--- src/rtl/multicycle_ctrl.sv ---
// Multi-cycle RV32I control FSM: fetch/decode/execute/memory/writeback
// sequencing, datapath selects, write strobes and memory handshake.
module multicycle_ctrl #(
    parameter int MEM_TIMEOUT = 0,
    parameter int TMO_W       = 8
) (
    input  logic       clk,
    input  logic       rst,
    input  logic [6:0] opcode,
    input  logic [2:0] funct3,
    input  logic       branch_taken,
    input  logic       mem_ready,
    output logic       mem_req,
    output logic       mem_we,
    output logic       mem_is_fetch,
    output logic       ir_we,
    output logic       mdr_we,
    output logic       pc_we,
    output logic [1:0] pc_sel,
    output logic [2:0] imm_sel,
    output logic       alu_a_sel,
    output logic       alu_b_sel,
    output logic       rf_we,
    output logic [1:0] wb_sel,
    output logic       illegal,
    output logic       bus_err,
    output logic [2:0] state_o
);

    typedef enum logic [2:0] {
        S_FETCH  = 3'd0,
        S_DECODE = 3'd1,
        S_EXEC   = 3'd2,
        S_MEM    = 3'd3,
        S_WB     = 3'd4,
        S_TRAP   = 3'd5
    } state_t;

    localparam logic [6:0] OPC_OP     = 7'b0110011;
    localparam logic [6:0] OPC_OPIMM  = 7'b0010011;
    localparam logic [6:0] OPC_LOAD   = 7'b0000011;
    localparam logic [6:0] OPC_STORE  = 7'b0100011;
    localparam logic [6:0] OPC_BRANCH = 7'b1100011;
    localparam logic [6:0] OPC_JAL    = 7'b1101111;
    localparam logic [6:0] OPC_JALR   = 7'b1100111;
    localparam logic [6:0] OPC_LUI    = 7'b0110111;
    localparam logic [6:0] OPC_AUIPC  = 7'b0010111;

    localparam logic [2:0] IMM_NONE = 3'd0;
    localparam logic [2:0] IMM_I    = 3'd1;
    localparam logic [2:0] IMM_S    = 3'd2;
    localparam logic [2:0] IMM_B    = 3'd3;
    localparam logic [2:0] IMM_U    = 3'd4;
    localparam logic [2:0] IMM_J    = 3'd5;

    localparam logic [1:0] PC_PLUS4 = 2'd0;
    localparam logic [1:0] PC_IMM   = 2'd1;
    localparam logic [1:0] PC_ALU   = 2'd2;

    localparam logic [1:0] WB_ALU = 2'd0;
    localparam logic [1:0] WB_MDR = 2'd1;
    localparam logic [1:0] WB_PC4 = 2'd2;
    localparam logic [1:0] WB_IMM = 2'd3;

    state_t           r_state;
    state_t           w_next;
    logic [TMO_W-1:0] r_tmo;
    logic             r_illegal;
    logic             r_bus_err;

    logic       w_legal;
    logic       w_is_load;
    logic       w_is_store;
    logic [2:0] w_imm;
    logic       w_a;
    logic       w_b;
    logic [1:0] w_wb;
    logic       w_wait;
    logic       w_tmo_hit;
    logic       w_set_ill;
    logic       w_set_bus;
    logic       w_sel_on;

    // Classify the IR opcode/funct3 and pick the datapath selects for it
    always_comb begin
        w_legal    = 1'b1;
        w_imm      = IMM_NONE;
        w_a        = 1'b0;
        w_b        = 1'b0;
        w_wb       = WB_ALU;
        w_is_load  = 1'b0;
        w_is_store = 1'b0;
        case (opcode)
            OPC_OP: w_legal = 1'b1;
            OPC_OPIMM: begin
                w_imm = IMM_I;
                w_b   = 1'b1;
            end
            OPC_LOAD: begin
                w_imm     = IMM_I;
                w_b       = 1'b1;
                w_wb      = WB_MDR;
                w_is_load = 1'b1;
                w_legal   = !(funct3 == 3'b011 || funct3 == 3'b110 ||
                              funct3 == 3'b111);
            end
            OPC_STORE: begin
                w_imm      = IMM_S;
                w_b        = 1'b1;
                w_is_store = 1'b1;
                w_legal    = (funct3 < 3'b011);
            end
            OPC_BRANCH: begin
                w_imm   = IMM_B;
                w_legal = !(funct3 == 3'b010 || funct3 == 3'b011);
            end
            OPC_JAL: begin
                w_imm = IMM_J;
                w_wb  = WB_PC4;
            end
            OPC_JALR: begin
                w_imm   = IMM_I;
                w_b     = 1'b1;
                w_wb    = WB_PC4;
                w_legal = (funct3 == 3'b000);
            end
            OPC_LUI: begin
                w_imm = IMM_U;
                w_wb  = WB_IMM;
            end
            OPC_AUIPC: begin
                w_imm = IMM_U;
                w_a   = 1'b1;
                w_b   = 1'b1;
            end
            default: w_legal = 1'b0;
        endcase
    end

    assign w_wait = (r_state == S_FETCH || r_state == S_MEM) && !mem_ready;

    generate
        if (MEM_TIMEOUT > 0) begin : g_tmo
            localparam logic [TMO_W-1:0] TMO_LAST = TMO_W'(MEM_TIMEOUT - 1);
            assign w_tmo_hit = w_wait && (r_tmo == TMO_LAST);
        end else begin : g_no_tmo
            assign w_tmo_hit = 1'b0;
        end
    endgenerate

    // Selects only follow the decoded instruction from DECODE through WB
    assign w_sel_on = w_legal && (r_state == S_DECODE || r_state == S_EXEC ||
                                  r_state == S_MEM || r_state == S_WB);

    // Next-state and all control outputs; everything is forced low in reset
    always_comb begin
        w_next       = r_state;
        mem_req      = 1'b0;
        mem_we       = 1'b0;
        mem_is_fetch = 1'b0;
        ir_we        = 1'b0;
        mdr_we       = 1'b0;
        pc_we        = 1'b0;
        pc_sel       = PC_PLUS4;
        imm_sel      = IMM_NONE;
        alu_a_sel    = 1'b0;
        alu_b_sel    = 1'b0;
        rf_we        = 1'b0;
        wb_sel       = WB_ALU;
        w_set_ill    = 1'b0;
        w_set_bus    = 1'b0;
        if (!rst) begin
            if (w_sel_on) begin
                imm_sel   = w_imm;
                alu_a_sel = w_a;
                alu_b_sel = w_b;
                wb_sel    = w_wb;
            end
            case (r_state)
                S_FETCH: begin
                    mem_req      = 1'b1;
                    mem_is_fetch = 1'b1;
                    if (mem_ready) begin
                        ir_we  = 1'b1;
                        w_next = S_DECODE;
                    end else if (w_tmo_hit) begin
                        w_next    = S_TRAP;
                        w_set_bus = 1'b1;
                    end
                end
                S_DECODE: begin
                    if (w_legal) begin
                        w_next = S_EXEC;
                    end else begin
                        w_next    = S_TRAP;
                        w_set_ill = 1'b1;
                    end
                end
                S_EXEC: begin
                    case (opcode)
                        OPC_BRANCH: begin
                            pc_we  = 1'b1;
                            pc_sel = branch_taken ? PC_IMM : PC_PLUS4;
                            w_next = S_FETCH;
                        end
                        OPC_JAL: begin
                            rf_we  = 1'b1;
                            pc_we  = 1'b1;
                            pc_sel = PC_IMM;
                            w_next = S_FETCH;
                        end
                        OPC_JALR: begin
                            rf_we  = 1'b1;
                            pc_we  = 1'b1;
                            pc_sel = PC_ALU;
                            w_next = S_FETCH;
                        end
                        OPC_LOAD, OPC_STORE: w_next = S_MEM;
                        default: w_next = S_WB;
                    endcase
                end
                S_MEM: begin
                    mem_req = 1'b1;
                    mem_we  = w_is_store;
                    if (mem_ready) begin
                        if (w_is_store) begin
                            pc_we  = 1'b1;
                            w_next = S_FETCH;
                        end else begin
                            mdr_we = w_is_load;
                            w_next = S_WB;
                        end
                    end else if (w_tmo_hit) begin
                        w_next    = S_TRAP;
                        w_set_bus = 1'b1;
                    end
                end
                S_WB: begin
                    rf_we  = 1'b1;
                    pc_we  = 1'b1;
                    w_next = S_FETCH;
                end
                S_TRAP: w_next = S_TRAP;
                default: w_next = S_FETCH;
            endcase
        end
    end

    // State register
    always_ff @(posedge clk or posedge rst) begin
        if (rst) r_state <= S_FETCH;
        else     r_state <= w_next;
    end

    // Wait counter: runs only while a request stalls in the same state
    always_ff @(posedge clk or posedge rst) begin
        if (rst)                            r_tmo <= '0;
        else if (w_wait && w_next == r_state) r_tmo <= r_tmo + TMO_W'(1);
        else                                r_tmo <= '0;
    end

    // Sticky trap causes, cleared only by reset
    always_ff @(posedge clk or posedge rst) begin
        if (rst) begin
            r_illegal <= 1'b0;
            r_bus_err <= 1'b0;
        end else begin
            r_illegal <= r_illegal | w_set_ill;
            r_bus_err <= r_bus_err | w_set_bus;
        end
    end

    assign illegal = r_illegal;
    assign bus_err = r_bus_err;
    assign state_o = r_state;

endmodule

--- config.mk ---
export PLATFORM = sky130hd
export DESIGN_NAME = multicycle_ctrl
export DESIGN_NICKNAME = d
export VERILOG_FILES = /design/src/rtl/multicycle_ctrl.sv
export SDC_FILE = /design/constraint.sdc
export NUM_CORES = 1
export LEC_CHECK = 0
export BUFFER_PORTS_ARGS = -buffer_cell sky130_fd_sc_hd__clkbuf_2
export CAP_MARGIN = 20
export CORE_MARGIN = 2
export CORE_UTILIZATION = 45
export DETAILED_ROUTE_END_ITERATION = 12
export GPL_ROUTABILITY_DRIVEN = 0
export PLACE_DENSITY = 0.83
export SYNTH_ARGS = -nofsm -noshare
export SYNTH_HDL_FRONTEND = slang
export SYNTH_SLANG_ARGS = --single-unit
--- constraint.sdc ---
create_clock -name clk -period 3.1 [get_ports clk]
set_clock_uncertainty 0.2 [all_clocks]
set_input_delay 0.62 -clock clk [delete_from_list [all_inputs] [get_ports clk]]
set_output_delay 0.62 -clock clk [all_outputs]
set_load 0.1 [all_outputs]
==> results of run 1 <==
==> metal layers <==
layer	overflow	GRT usage [%]
met5	0	0
met4	6	72.1
met3	0	41.3
met2	6	87.5
met1	0	70.4
==> kinds of logic after synthesis <==
group	synth area share, %
flip-flops	14.3
AND/OR/NAND/NOR	44.4
buffers and inverters	10.2
multiplexers	1.43
other	0.534
AO/OA/AOI/OAI	28.0
XOR/XNOR	1.25
==> metrics by stage <==
step	hold WS, ps	utilization [%]	area, µm²
CTS	206	95.8	1430
floorplan	494	-	900
detailed placement	263	90.0	1340
global placement	254	90.0	1340
==> timing repair <==
item	in CTS
endpoints found under the setup margin	7
pin swaps	6
buffers inserted	2
resized for setup	9
==> metrics.cfg, run 1 <==
[placed_design]
place.port_buffers=33
dpl.cell_count=159
pre_cts_slack_ps=-233
dp_hpwl_mm=2.39

[synth]
yosys-top-cells-count=nor2_1 (13), nand2_1 (10), nor3_1 (9)
syn_nets=115
synthCells=101
synth_cell_types=36
async_flop_share_pct=100
syn_area_um2=702
yosysMostFrequentCell=nor2_1
avgSynthCellArea_um2=6.95
ys_seq_area_share_pct=14.3
synth_top_area_share_pct=14.3
yosys_warnings=0
ys_seq_elements=4
yosysTopAreaCell=dfrtp_1
synthTopCellsByArea=dfrtp_1 (14%), nor2_1 (7.0%), nor3_1 (6.4%), nand2_1 (5.3%), nor4_1 (5.3%)
yosys_most_used_dff=dfrtp_1
synth_edf_count=0

[run_status]
haltStage=global routing (5_1_grt)
outcome=did not finish
error_line=[ERROR GRT-0232] Routing congestion too high. Check the congestion heatmap in the GUI.

[grt]
grt_max_degree=16
grt-ovfl-total=12
grt.total_usage_pct=67.4

[floorplanning]
pin_count=35
num_rows=14
die_y_um=43.5
die_x_um=43.5
initial_utilization_pct=47.1

[clock_network]
cts.path.max_buffers=2
cts_buffers=3
cts_root_buf=clkbuf_4
clock-sinks=4
hold_buffers=0
htreeDepth=1

[sta]
endpoint_type=output port
worst_endpoint=alu_a_sel

==> run 2, diff against run 1 <==
--- a/config.mk
+++ b/config.mk
@@ -7,11 +7,11 @@
 export LEC_CHECK = 0
 export BUFFER_PORTS_ARGS = -buffer_cell sky130_fd_sc_hd__clkbuf_2
 export CAP_MARGIN = 20
-export CORE_MARGIN = 2
-export CORE_UTILIZATION = 45
+export CORE_AREA = 2 2 63 65
 export DETAILED_ROUTE_END_ITERATION = 12
+export DIE_AREA = 0 0 65 67
 export GPL_ROUTABILITY_DRIVEN = 0
-export PLACE_DENSITY = 0.83
+export PLACE_DENSITY_LB_ADDON = 0.15
 export SYNTH_ARGS = -nofsm -noshare
 export SYNTH_HDL_FRONTEND = slang
 export SYNTH_SLANG_ARGS = --single-unit
==> run 2 against run 1 <==
Against the previous run:
- the flow now finishes, with violations (setup timing)
- synthesized area stayed put
- synthesized cell count stayed put
==> metrics.cfg, run 2 <==
[synth]
synthTopCellsByArea=dfrtp_1 (14%), nor2_1 (7.0%), nor3_1 (6.4%), nand2_1 (5.3%), nor4_1 (5.3%)
synthCells=101  ; unchanged
async_flop_share_pct=100  ; unchanged
yosysTopAreaCell=dfrtp_1
yosys-top-cells-count=nor2_1 (13), nand2_1 (10), nor3_1 (9)
yosysMostFrequentCell=nor2_1
avgSynthCellArea_um2=6.95  ; unchanged
yosys_most_used_dff=dfrtp_1
synth_edf_count=0  ; unchanged
syn_nets=115  ; unchanged
syn_area_um2=702  ; unchanged
ys_seq_area_share_pct=14.3  ; unchanged
synth_top_area_share_pct=14.3  ; unchanged
ys_seq_elements=4  ; unchanged
yosys_warnings=0  ; unchanged
synth_cell_types=36  ; unchanged

[flow_run]
max_cap_violations=0

[final_layout]
layout_common_cells=buf_4 (21), clkbuf_2 (18), buf_12 (14)
final_core_util_pct=42.0
instances_no_fill=199
drive_above_1_share_pct=58.9
finalNetCount=166
largest_reg_flops=3
final_common_cell=buf_4
n_antenna_cell=0
syn_to_final_growth_pct=116

[grt]
grt.total_usage_pct=11.6
antenna_found_initial=0
grt_pass1_wl_mm=4.04
grt_max_degree=16
grt_pass1_vias=874
grt-ovfl-total=0

[clock_network]
cts_root_buf=clkbuf_8
htreeDepth=1  ; unchanged
clkSlewWorstSetupHoldPaths_ps=30
insertion_delay_ps=220
hold_buffers=0  ; unchanged
cts_tree=built
cts.path.max_buffers=2  ; unchanged
clock-sinks=4  ; unchanged
cts_buffers=3  ; unchanged

[worst_setup_path]
start_kind=primary input
crit_type=primary input to primary output
crit_top_cell=buf_12
r2r-start=state_o[2]$_DFFE_PP0P_
cp-end-kind=primary output
required_ps=2280
timing.critical_path.fanout_max=7
max_stage_delay_ps=380
crit_chain=buf_6 -> and3b_2 -> nand3_4 -> o32a_4 -> or3_4 -> buf_12 -> a2111oi_4 -> buf_12
rr_worst_depth=5
ff2ff_setup_slack_ps=1540
worstPathArrival_ps=2370
r2r_end=state_o[2]$_DFFE_PP0P_
cp_slowest_cell=or3_4

[sta]
hold_viol=0
setup_violations=7
worst_slew_pin_slew_ps=545
drv_slew=0
clock.fmax_mhz=314
max_slew_margin_pct=63.8
setup_slack_ps=-86.0
rsz0062_at_grt=yes
finalSetupTns_ps=-292
min_period_over_period_pct=103
fin_crit_ps=3190

[floorplanning]
num_rows=22  ; +8
core_area_um2=3610
die_area_um2=4360
die_y_um=67  ; +54%
initial_utilization_pct=19.5  ; -28 points
die_x_um=65  ; +49%
pin_count=35  ; unchanged

[power_and_ir_drop]
peakVddDrop_mv=0.166
swShare_pct=36.9
seqPwrFrac_pct=20.1
p_sw_uw=106
p_leak_uw=0.000594
powerDensity_nw_per_um2=190
internal_power_uw=181
power_frac_comb_pct=39.7
clkPwrFrac_pct=40.2

[hold_path]
min_path_cells=1
hp-start=illegal$_DFF_PP0_
holdPathEnd=illegal$_DFF_PP0_
hp-class=register to register

[drt]
drc=0
vias_per_cell=4.70
drtIter0Drc=35
finalWirelength_mm=2.46
wire_per_inst_um=12.4
ant_nets=0
vias=935
dr.pass1.iters=4

[placed_design]
dp_hpwl_mm=1.94  ; -19%
dpl.cell_count=193  ; +21%
place.port_buffers=33  ; unchanged

[run_status]
outcome=complete, but fails checks
failed_checks=setup timing

## run 2: per-stage QoR
step                setup slack (ps)  total power, µW  instance area, µm²  hold slack (ps)
floorplan                       -760              133                 900              494
global placement                -142              166                1400              254
detailed placement              -138              166                1400              268
CTS                             -101              286                1460              274
global route                    -142              305                1510              284
finish                         -86.0              287                1510              267
## run 2: final cells by class
class / count / area [µm²]
fill: 364 / 2090
inverter: 4 / 15.0
tap: 48 / 60.1
clock buffer: 4 / 45.0
sequential: 4 / 109
multi-input combinational: 84 / 731
timing repair buffer: 55 / 554
## run 2: power groups by stage
stage          Combinational (µW)  Sequential (µW)  Clock, µW
4_1_cts                       109             57.9        119
6_report                      114             57.8        115
3_5_place_dp                  107             58.6          0
3_3_place_gp                  108             58.3          0
2_1_floorplan                48.9             83.7          0
5_1_grt                       122             57.9        125
## run 2: layer usage
| layer | wire, µm | part of all wire (%) | global-route usage, % |
|---|---|---|---|
| met1 | 1240 | 50 | 17.2 |
| met5 | 0 | 0 | 0 |
| met2 | 1090 | 44 | 17.4 |
| met3 | 135 | 5.5 | 2.36 |
| met4 | 0 | 0 | 1.60 |
## run 2: what timing repair did
| item | CTS | global route |
|---|---|---|
| pin swaps | 2 | 0 |
| endpoints found under the hold margin | 0 | 0 |
| buffers inserted | 0 | 2 |
| gates resized for setup | 4 | 9 |
| endpoints found under the setup margin | 8 | 8 |
## run 2: worst max-delay path, delay by kind of cell
kind	cells	cell delay [ps]
buffers and inverters	3	470
and+or+nand+nor	3	700
AOI/OAI and AO/OA	2	570
## run 2: logic make-up after synthesis
logic type                after synthesis  synth area share (%)
DFF                                     4                  14.3
buffers and inverters                  13                  10.2
xor gates and xnor gates                1                  1.25
AOI/OAI and AO/OA                      24                  28.0
other                                   1                 0.534
and+or+nand+nor                        57                  44.4
muxes                                   1                  1.43
## run 2: how the worst max path moves through the flow
stage | from | to | slack (ps)
6_report | opcode[4] | imm_sel[0] | -90
5_1_grt | opcode[4] | imm_sel[0] | -140
4_1_cts | funct3[1] | imm_sel[0] | -100
3_5_place_dp | funct3[1] | alu_a_sel | -140
3_3_place_gp | funct3[1] | imm_sel[0] | -140
2_1_floorplan | opcode[4] | imm_sel[0] | -760
No activity file was read; power rests on OpenSTA's default activity.
==> run 3, diff against run 2 <==
--- a/config.mk
+++ b/config.mk
@@ -11,7 +11,6 @@
 export DETAILED_ROUTE_END_ITERATION = 12
 export DIE_AREA = 0 0 65 67
 export GPL_ROUTABILITY_DRIVEN = 0
-export PLACE_DENSITY_LB_ADDON = 0.15
 export SYNTH_ARGS = -nofsm -noshare
 export SYNTH_HDL_FRONTEND = slang
 export SYNTH_SLANG_ARGS = --single-unit
==> run 3 against run 2 <==
Against the previous run:
- the flow still finishes with violations (setup timing)
- critical endpoint is now imm_sel[2]
- register-to-register slack barely moved
- sequential share of layout area about the same
- critical path type unchanged
- final area is 0.17% lower
- final cell count rose by 0.50%
- combinational power hardly changed
==> metrics.cfg, run 3 (synthesized netlist as in run 2, its figures left out) <==
[final_layout]
final_core_util_pct=41.9  ; -0.069 points
nFillCells=368  ; +1.1%
drive_above_1_share_pct=57.9  ; -1.0 points
largest_reg_flops=3  ; unchanged
syn_to_final_growth_pct=115
finalNetCount=167  ; +0.60%
n_antenna_cell=0  ; unchanged
multi_input_area_um2=726  ; -0.68%
final_common_cell=buf_4
seqCellArea_um2=109  ; unchanged
layout_common_cells=buf_4 (21), clkbuf_2 (18), buf_12 (13)

[sta]
clock.fmax_mhz=313  ; -0.19%
worst_slew_pin_slew_ps=555  ; +9.82 ps
fin_crit_ps=3190  ; +5.96 ps
drv_slew=0  ; unchanged
max_slew_margin_pct=63.2  ; -0.65 points
rsz0062_at_grt=yes
setup_slack_ps=-92.0  ; -5.96 ps
setup_violations=5  ; -2
hold_viol=0  ; unchanged
min_period_over_period_pct=103  ; +0.19 points

[grt]
grt-ovfl-total=0  ; unchanged
grt_max_degree=16  ; unchanged
gr-max-usage-layer=met2
grt_util_met1_pct=14.0  ; -3.3 points
grt.total_usage_pct=12.5  ; +0.96 points
antenna_found_initial=0  ; unchanged
grt_use_met3_pct=2.20  ; -0.17 points
grt_pass1_wl_mm=4.21  ; +4.1%
grt_pass1_vias=909  ; +4.0%
met2_usage_pct=23.3  ; +5.9 points

[placed_design]
place.port_buffers=33  ; unchanged
dp_hpwl_mm=2.04  ; +5.3%
pre_cts_slack_ps=-171  ; -32.4 ps

[worst_setup_path]
r2r-start=state_o[2]$_DFFE_PP0P_
timing.critical_path.fanout_max=7  ; unchanged
rr_worst_depth=5  ; unchanged
ff2ff_setup_slack_ps=1530  ; about the same
crit_type=primary input to primary output
worstPathArrival_ps=2370  ; about the same
cp-end-kind=primary output
cp_slowest_cell=o32a_4
start_kind=primary input
critPathLaunch=opcode[4]
required_ps=2280  ; about the same
cp-endpoint=imm_sel[2]
r2r_end=state_o[2]$_DFFE_PP0P_
crit_chain=clkbuf_2 -> and3b_2 -> nand3_4 -> o32a_4 -> or3_1 -> buf_6 -> buf_4 -> nor3_4 -> buf_12
max_stage_delay_ps=320  ; -60 ps

[floorplanning]
initial_utilization_pct=19.5  ; unchanged
num_rows=22  ; unchanged
die_area_um2=4360  ; unchanged
core_area_um2=3610  ; unchanged
pin_count=35  ; unchanged
die_x_um=65  ; unchanged
die_y_um=67  ; unchanged

[drt]
ant_nets=0  ; unchanged
vias=957  ; +2.4%
dr.pass1.iters=4  ; unchanged
finalWirelength_mm=2.60  ; +5.5%
vias_per_cell=4.79  ; +1.8%
wire_per_inst_um=13.0  ; +5.0%
drtIter0Drc=64  ; +83%
drc=0  ; unchanged

[run_status]
outcome=complete, but fails checks
failed_checks=setup timing

[clock_network]
clkSlewWorstSetupHoldPaths_ps=30  ; about the same
cts_root_buf=clkbuf_8
cts_tree=built
hold_buffers=0  ; unchanged
insertion_delay_ps=220  ; about the same
cts_buffers=3  ; unchanged
clock-sinks=4  ; unchanged
cts.path.max_buffers=2  ; unchanged
htreeDepth=1  ; unchanged

[power_and_ir_drop]
peakVddDrop_mv=0.193  ; +16%
powerDensity_nw_per_um2=192  ; +1.3%
total_power_uw=291  ; +1.2%
p_leak_uw=0.000591  ; -0.39%

[hold_path]
hp-class=primary input to async pin

[flow_run]
max_cap_violations=0  ; unchanged

[run 3: metal layers]
| layer | part of all wire, % | vias to the layer above |
|---|---|---|
| met4 | 1.4 | 0 |
| met5 | 0 | - |
| met2 | 50 | 29 |
| met3 | 4.8 | 5 |
| met1 | 44 | 451 |
| li1 | - | 472 |
[run 3: per-stage QoR]
step	TNS (ps)	instance area (µm²)	hold WS, ps	cells
after floorplan	-5870	900	494	101
after global placement	-541	1370	271	190
after detailed placement	-866	1370	274	190
after CTS	-533	1480	247	199
after global routing	-613	1510	269	200
final	-315	1510	242	200
[run 3: power breakdown]
part	switching, µW	total, µW	internal (µW)	leakage, µW
registers	2.11	58.1	56.0	0.0000404
clock network	32.4	121	88.3	0.0000228
logic	76.9	112	35.0	0.000528
total	111	291	179	0.000591
[run 3: worst min path at each step]
stage | startpoint | to | slack [ps] | cells past startpoint
4_1_cts | rst | illegal$_DFF_PP0_ | 250 | 2
3_5_place_dp | illegal$_DFF_PP0_ | illegal$_DFF_PP0_ | 270 | 1
5_1_grt | rst | state_o[2]$_DFFE_PP0P_ | 270 | 2
3_3_place_gp | illegal$_DFF_PP0_ | illegal$_DFF_PP0_ | 270 | 1
6_report | rst | illegal$_DFF_PP0_ | 240 | 2
2_1_floorplan | rst | illegal$_DFF_PP0_ | 490 | 2
[run 3: final cells by class]
class,instances,share of cell area [%]
Inverter,4,0.993
Sequential cell,4,7.20
Tap cell,48,3.97
Timing Repair Buffer,56,36.8
Clock buffer,4,2.98
Multi-Input combinational cell,84,48.0
[run 3: critical path: cells and delay by family]
family / cells / cell delay, ps
AOI/OAI and AO/OA: 1 / 320
buffers and inverters: 4 / 590
and+or+nand+nor: 4 / 830
[run 3: repair_timing]
item / 4_1_cts / 5_1_grt
resized for setup: 5 / 8
hold endpoints to repair: 0 / 0
setup buffers: 5 / 1
pin swaps: 7 / 5
endpoints found under the setup margin: 7 / 8
==> run 4, diff against run 3 <==
--- a/config.mk
+++ b/config.mk
@@ -5,6 +5,7 @@
 export SDC_FILE = /design/constraint.sdc
 export NUM_CORES = 1
 export LEC_CHECK = 0
+export ABC_AREA = 1
 export BUFFER_PORTS_ARGS = -buffer_cell sky130_fd_sc_hd__clkbuf_2
 export CAP_MARGIN = 20
 export CORE_AREA = 2 2 63 65
==> run 4 against run 3 <==
Against the previous run:
- the run now ends clean
- worst setup slack improved by 400 ps
- hold slack got worse by 130 ps
- first-iteration DRC count fell by 69%
- register-to-register slack got worse by 40 ps
- final cell count rose by 4.5%
- non-clock buffer count fell by 21
- clock power fell by 4%
- final area fell by 22%
- maximum frequency rose by 14%
- combinational power rose to 4.1 times the previous value
- global-route usage fell by 3.2 points
- routed wire length fell by 20%
==> metrics.cfg, run 4 <==
[clock_network]
cts_resized=0  ; -5
clkSlewWorstSetupHoldPaths_ps=30  ; about the same
cts_tree=built
cts_setup_buffers=0  ; -5
cts_root_buf=clkbuf_8
hold_buffers=0  ; unchanged
insertion_delay_ps=220  ; about the same
clock-sinks=4  ; unchanged
cts_buffers=3  ; unchanged
cts.path.max_buffers=2  ; unchanged
htreeDepth=1  ; unchanged

[power_and_ir_drop]
clkPwrFrac_pct=17.2  ; -24 points
seqPwrFrac_pct=14.1  ; -5.9 points
p_sw_uw=415  ; +270%
power_frac_comb_pct=68.6  ; +30 points
peakVddDrop_mv=0.334  ; +73%
powerDensity_nw_per_um2=573  ; +200%
p_leak_uw=0.000588  ; -0.61%
internal_power_uw=260  ; +45%
swShare_pct=61.5  ; +23 points

[placed_design]
dp_hpwl_mm=1.82  ; -11%
place.port_buffers=33  ; unchanged
postPlaceCellArea_um2=1130  ; -18%

[worst_setup_path]
ff2ff_setup_slack_ps=1490  ; -40 ps
timing.critical_path.fanout_max=5  ; -2
r2r_end=state_o[2]$_DFFE_PP0P_
worstPathArrival_ps=1970  ; -400 ps
r2r-start=state_o[2]$_DFFE_PP0P_
required_ps=2280  ; about the same
cp-end-kind=primary output
rr_worst_depth=7  ; +2
start_kind=primary input
crit_type=primary input to primary output

[sta]
drv_slew=0  ; unchanged
fin_crit_ps=2790  ; -400 ps
rsz0062_at_grt=no
clock.fmax_mhz=358  ; +14%
min_period_over_period_pct=90.1  ; -13 points
setup_violations=0  ; -5
finalSetupTns_ps=0  ; +315 ps
hold_viol=0  ; unchanged
max_slew_margin_pct=63.6  ; +0.48 points
worst_slew_pin_slew_ps=548  ; -7.24 ps

[final_layout]
seqCellArea_um2=104  ; -4.6%
largest_reg_flops=3  ; unchanged
multi_input_area_um2=606  ; -17%
n_antenna_cell=0  ; unchanged
drive_above_1_share_pct=45.3  ; -13 points
layout_common_cells=nand2_1 (39), clkbuf_2 (23), nor2_1 (13), nand3_1 (13)
nFillCells=390  ; +6.0%
stdcell_area_um2=1180  ; -22%
finalNetCount=176  ; +5.4%
final_common_cell=nand2_1
syn_to_final_growth_pct=76.2

[drt]
vias_per_cell=4.33  ; -9.4%
drc=0  ; unchanged
drtIter0Drc=20  ; -69%
ant_nets=0  ; unchanged
wire_per_inst_um=9.94  ; -23%
vias=906  ; -5.3%
finalWirelength_mm=2.08  ; -20%
dr.pass1.iters=4  ; unchanged

[grt]
grt_pass1_vias=796  ; -12%
antenna_found_initial=0  ; unchanged
grt.total_usage_pct=9.34  ; -3.2 points
grt_max_degree=11  ; -5
grt-ovfl-total=0  ; unchanged
grt_pass1_wl_mm=3.21  ; -24%

[synth]
synthCells=124  ; +23%
synth_edf_count=0  ; unchanged
synth_cell_types=23  ; -36%
ys_seq_elements=4  ; unchanged
synth_top_area_share_pct=21.9  ; +7.6 points
yosysMostFrequentCell=nand2_1
yosys-top-cells-count=nand2_1 (39), nor2_1 (20), nand3_1 (13)
syn_nets=138  ; +20%
yosys_most_used_dff=dfrtp_1
async_flop_share_pct=100  ; unchanged
yosys_warnings=0  ; unchanged
synthTopCellsByArea=nand2_1 (22%), dfrtp_1 (15%), nor2_1 (11%), nand3_1 (9.7%), nand2_2 (6.6%)
ys_seq_area_share_pct=15.0  ; +0.72 points
avgSynthCellArea_um2=5.39  ; -22%
syn_area_um2=668  ; -4.8%
yosysTopAreaCell=nand2_1

[floorplanning]
pin_count=35  ; unchanged
die_y_um=67  ; unchanged
die_x_um=65  ; unchanged
num_rows=22  ; unchanged
initial_utilization_pct=18.5  ; -0.94 points
core_area_um2=3610  ; unchanged
die_area_um2=4360  ; unchanged

[run_status]
outcome=finished, final reports clean

[hold_path]
hp-class=primary input to async pin

[flow_run]
max_cap_violations=0  ; unchanged

run 4: logic make-up after synthesis:
group	share of synthesized area (%)
other cells	0.561
buf+inv	8.61
flops	15.0
compound gates	10.9
simple gates	65.0
run 4: worst max-delay path by stage:
stage	slack, ps	end	cells after the start	from
floorplan	30	alu_b_sel	6	state_o[2]$_DFFE_PP0P_
global placement	310	imm_sel[1]	10	opcode[0]
detailed placement	310	imm_sel[1]	10	opcode[0]
CTS	300	imm_sel[1]	10	opcode[0]
global route	150	imm_sel[1]	10	opcode[0]
finish	310	imm_sel[1]	10	opcode[0]
run 4: power by group through the flow:
stage          Clock [µW]  Combinational (µW)  Sequential, µW
2_1_floorplan           0                 277             189
3_3_place_gp            0                 464            95.5
3_5_place_dp            0                 467            94.9
4_1_cts               120                 468            94.2
5_1_grt               127                 487            96.1
6_report              116                 463            95.4
run 4: per-stage QoR:
step	worst slack, ps	util [%]	hold slack, ps	power (µW)	instances
after CTS	304	32.7	122	682	209
after detailed placement	307	31.4	288	562	205
final	308	32.7	116	675	209
after floorplan	25.9	-	466	466	124
after global routing	154	32.7	143	710	209
after global placement	308	31.4	267	560	205
run 4: critical path: stages:
cell      delay, ps
clkbuf_2         80
nand2_2         160
nor2_1           90
nand2_1         210
nand3_1         170
nor2_1          180
nand2_1          70
nor2_1          170
nor3_4           60
buf_12          170
run 4: routing by layer:
metal	vias to the layer above	share of wire (%)	GRT usage [%]	wire length [µm]
li1	475	-	-	-
met3	2	4.3	2.20	89
met5	-	0	0	0
met2	18	53	17.5	1100
met1	411	42	10.2	871
met4	0	0.91	3.19	19
run 4: area by class of cell:
cell class                      instances  area share (%)
Clock buffer                            4            3.83
Inverter                               12            3.83
Multi-Input combinational cell        106            51.4
Sequential cell                         4            8.82
Tap cell                               48            5.10
Timing Repair Buffer                   35            27.0
